**src/rtl/traffic_light_xing.sv**
```systemverilog
// traffic_light_xing: two-road intersection controller with all-red clearance, pedestrian walk and flashing night mode
module traffic_light_xing #(
  parameter int CNT_W = 6,
  parameter int G_T   = 20,
  parameter int Y_T   = 4,
  parameter int AR_T  = 2,
  parameter int PED_T = 10
) (
  input  logic             sys_clk,
  input  logic             sys_rst_p,
  input  logic             tick_1s,
  input  logic             ped_req,
  input  logic             night_mode,
  output logic [2:0]       light_ns,
  output logic [2:0]       light_ew,
  output logic [CNT_W-1:0] light_t,
  output logic             ped_walk,
  output logic             ped_pending
);
  localparam int MAXV = (1 << CNT_W) - 1;
  if (G_T < 1 || G_T > MAXV || Y_T < 1 || Y_T > MAXV || AR_T < 1 || AR_T > MAXV || PED_T < 1 || PED_T > MAXV) begin : g_bad
    $error("traffic_light_xing: duration out of range 1..2^CNT_W-1");
  end
  typedef enum logic [2:0] {NS_G, NS_Y, AR, EW_G, EW_Y, PED, NIGHT} state_t;
  state_t st, st_n;
  logic [CNT_W-1:0] cnt_n;
  logic nxt_dir, dir_n, flash, flash_n, pend_n;
  always_comb begin
    st_n = st;
    cnt_n = light_t;
    dir_n = nxt_dir;
    flash_n = flash;
    if (tick_1s) begin
      if (st == NIGHT) begin
        flash_n = ~flash;
        if (!night_mode) begin
          st_n = AR;
          cnt_n = CNT_W'(AR_T);
          dir_n = 1'b0;
        end
      end else if (light_t != CNT_W'(1)) begin
        cnt_n = light_t - CNT_W'(1);
      end else begin
        case (st)
          NS_G: begin
            st_n = NS_Y;
            cnt_n = CNT_W'(Y_T);
            dir_n = 1'b1;
          end
          EW_G: begin
            st_n = EW_Y;
            cnt_n = CNT_W'(Y_T);
            dir_n = 1'b0;
          end
          NS_Y, EW_Y: begin
            st_n = AR;
            cnt_n = CNT_W'(AR_T);
          end
          AR: begin
            st_n = night_mode ? NIGHT : ped_pending ? PED : nxt_dir ? EW_G : NS_G;
            cnt_n = night_mode ? '0 : ped_pending ? CNT_W'(PED_T) : CNT_W'(G_T);
            flash_n = 1'b1;
          end
          default: begin
            st_n = nxt_dir ? EW_G : NS_G;
            cnt_n = CNT_W'(G_T);
          end
        endcase
      end
    end
    pend_n = ((st_n == PED || st_n == NIGHT) && st_n != st) ? 1'b0
           : ped_pending | (ped_req && st != PED && st != NIGHT);
  end
  always_ff @(posedge sys_clk) begin
    if (sys_rst_p) begin
      st <= AR;
      light_t <= CNT_W'(AR_T);
      nxt_dir <= 1'b0;
      flash <= 1'b0;
      ped_pending <= 1'b0;
    end else begin
      st <= st_n;
      light_t <= cnt_n;
      nxt_dir <= dir_n;
      flash <= flash_n;
      ped_pending <= pend_n;
    end
  end
  always_comb begin
    light_ns = (st == NS_G) ? 3'b001 : (st == NS_Y) ? 3'b010 : (st == NIGHT) ? {1'b0, flash, 1'b0} : 3'b100;
    light_ew = (st == EW_G) ? 3'b001 : (st == EW_Y) ? 3'b010 : (st == NIGHT) ? {1'b0, flash, 1'b0} : 3'b100;
    ped_walk = (st == PED);
  end
endmodule

```
**config.mk**
```make
export PLATFORM = sky130hd
export DESIGN_NAME = traffic_light_xing
export DESIGN_NICKNAME = d
export VERILOG_FILES = /design/src/rtl/traffic_light_xing.sv
export SDC_FILE = /design/constraint.sdc
export NUM_CORES = 1
export LEC_CHECK = 0
export BUFFER_PORTS_ARGS = -buffer_cell sky130_fd_sc_hd__clkbuf_2
export CORE_AREA = 2 2 55 57
export CTS_CLUSTER_DIAMETER = 30
export DETAILED_ROUTE_END_ITERATION = 10
export DIE_AREA = 0 0 57 59
export SLEW_MARGIN = 20
export SYNTH_ARGS = -nofsm -noshare
export SYNTH_HDL_FRONTEND = slang
export SYNTH_SLANG_ARGS = --single-unit
```
**constraint.sdc**
```tcl
create_clock -name sys_clk -period 4.85 [get_ports sys_clk]
set_clock_uncertainty 0.15 [all_clocks]
set_input_delay 0.485 -clock sys_clk [delete_from_list [all_inputs] [get_ports sys_clk]]
set_output_delay 0.485 -clock sys_clk [all_outputs]
set_load 0.05 [all_outputs]
```
==> out/results.txt <==
Worst min path class -> register to register
Actual slew at the worst max-slew pin -> 0.660 ns
Most used flip-flop cell after synthesis -> dfxtp_1
Initial antenna violation count -> 0
Final setup viols -> 0
#FFs+latches synth -> 12
Critical path fanouts, max -> 21
Pre-antenna DRT Iters -> 4
Slew Viols, Final -> 0
Unrepaired setup endpoints after global routing -> false
GR peak layer -> met2
DR vias -> 984
Met3 Use GR -> 4.15%
Setup bufs post-CTS -> 0
Largest net degree at the start of global routing -> 22
Vias in the first global route -> 878
P&R area growth vs syn -> 14.4%
Commonest non-fill, non-tap cell in the layout -> clkbuf_2
Total grt overflow -> 0
Worst vdd ir -> 143 uV
Clock root buffer -> clkbuf_4
DR WL/cell -> 13.9 um
Clk slew on worst S/H paths -> 0.09 ns
Clock power frac -> 31.1%
Met1 Resource Use GR -> 20.5%
Met2 GRT Util -> 22.7%
Chip width -> 57 um
N_diodes -> 0
Routed vias/inst -> 5.69
Max H-tree Level -> 1
Die ar. -> 0.00336 sq mm
CTS Buffer Depth -> 2
Antenna Nets Post-Route -> 0
First-pass GRT wire length -> 4.02 mm
Overall Power -> 0.280 mW
Die Y -> 59 um
Layout cells sized above 1 -> 19.0%
Seq/Total Area, Yosys -> 26.3%
Fmax -> 0.400 GHz
Starting Density -> 33.7%
Post-DP HPWL -> 1.75 mm
Post-synthesis cell area -> 913 sq um
Most frequent cells in the layout -> clkbuf_2, nand2_1, nor2_1
# Max-Cap Violations -> 0
Net Sw Frac -> 36.8%
Clock sinks -> 12
Core area -> 0.00271 sq mm
Hold Violations, Final -> 0
LEAKAGE -> 0.458 nW
Initial drt markers -> 52
Row Count -> 19
Final cell count without fillers -> 173
Number of synthesis warnings -> 0
DR DRC count -> 0
CTS Buf Count -> 3
Synthesized net count -> 136
Period Utilization, post-route -> 51.6%
Crit path DAT -> 1.87 ns
Fin Setup TNS -> 0 ns
Fin nets -> 150
Critical path class -> register to output pin
Placed cells -> 169
Worst path required time -> 4.22 ns
Kind of start point of the critical path -> register
Cells after Synth -> 129
Asr flop ratio synth -> 0%
GPL Wtd Cong -> 0.932
Gr usage total -> 15.4%
CTS tree -> done
R2r setup slk -> 2.53 ns
PD cells -> 268 mW/mm^2
NetSw -> 0.103 mW
Status -> complete, no violations
Drt total wl -> 2.41 mm
Avg Cell Area, Syn -> 7.08 sq um
Cell-internal power -> 0.177 mW
Hold-fix buffers at CTS -> 0
# resized after CTS -> 0
Flop pwr share -> 41.0%
Post-synth EDFFs -> 0
Buffers on Ports -> 18
Slew HR -> 55.8%
Comb pwr share -> 27.9%
Period minus WS final -> 2.50 ns
Cell variety after synth -> 43
Clk Latency, worst-skew pair -> 0.29 ns
Io pins -> 19
CP endpoint kind -> output pin
## stage by stage
stage	setup slack, ns	util (%)	instance area [sq um]	hold WS, ns
global placement	2.57	37.2	1010	0.331
CTS	2.39	38.6	1040	0.364
finish	2.35	38.6	1040	0.364
detailed placement	2.54	37.2	1010	0.350
floorplan	2.32	-	913	0.305
global route	2.24	38.6	1040	0.401
## power groups by stage
stage	logic, mW	clock network (mW)	registers, mW
3_3_place_gp	0.0789	0	0.117
5_1_grt	0.0854	0.0921	0.116
6_report	0.0782	0.0872	0.115
2_1_floorplan	0.0471	0	0.131
4_1_cts	0.0786	0.0876	0.115
3_5_place_dp	0.0783	0	0.117
## flip-flops by register name (all words and copies together) (netlist names)
| signal | cells |
|---|---|
| flash | 1 |
| light_t | 6 |
| nxt_dir | 1 |
| ped_pending | 1 |
| st | 3 |
## cells by family after synthesis
group,Yosys count,share of synthesized area [%]
mux,1,1.10
flops,12,26.3
xor+xnor,2,1.92
compound gates,42,30.0
fa+ha+maj,2,2.74
simple gates,54,31.4
buf+inv,16,6.58
## worst max-delay path, cell delays in order, from the launching register on
cell and delay (ns):
dfxtp_1 0.75, and3b_1 0.41, a21o_1 0.15, clkbuf_2 0.26
## layout make-up
type                       count  area, sq um
tap                           31         38.8
inverter                       7         26.3
timing repair buffer          18         90.1
clock buffer                   4         36.3
multi-input combinational    101          613
fill                         286         1670
sequential                    12          240
## worst paths after layout
check                      to  startpoint  cells past startpoint
setup reg to reg  ped_pending  light_t[0]                      6
hold reg to reg         flash       flash                      2
hold / removal          flash       flash                      2
setup / recovery  light_ns[1]       st[1]                      3
## per-layer routing
layer / part of all wire (%) / wire length (um)
met3: 7.0 / 168
met5: 0 / 0
met2: 46 / 1110
met4: 2.4 / 59
met1: 45 / 1080
## synth_stat cells, types with 3 or more instances
cell | n | area share (%)
nor2b_1 | 3 | 2.1
nor2_1 | 13 | 5.3
nand2_1 | 17 | 7.0
dfxtp_1 | 12 | 26
a21oi_1 | 12 | 6.6
a31oi_1 | 4 | 2.7
nor3_1 | 5 | 2.7
o21ai_0 | 9 | 4.9
clkbuf_1 | 8 | 3.3
inv_1 | 7 | 2.9
Note: power is estimated with default switching activity, not from simulation.
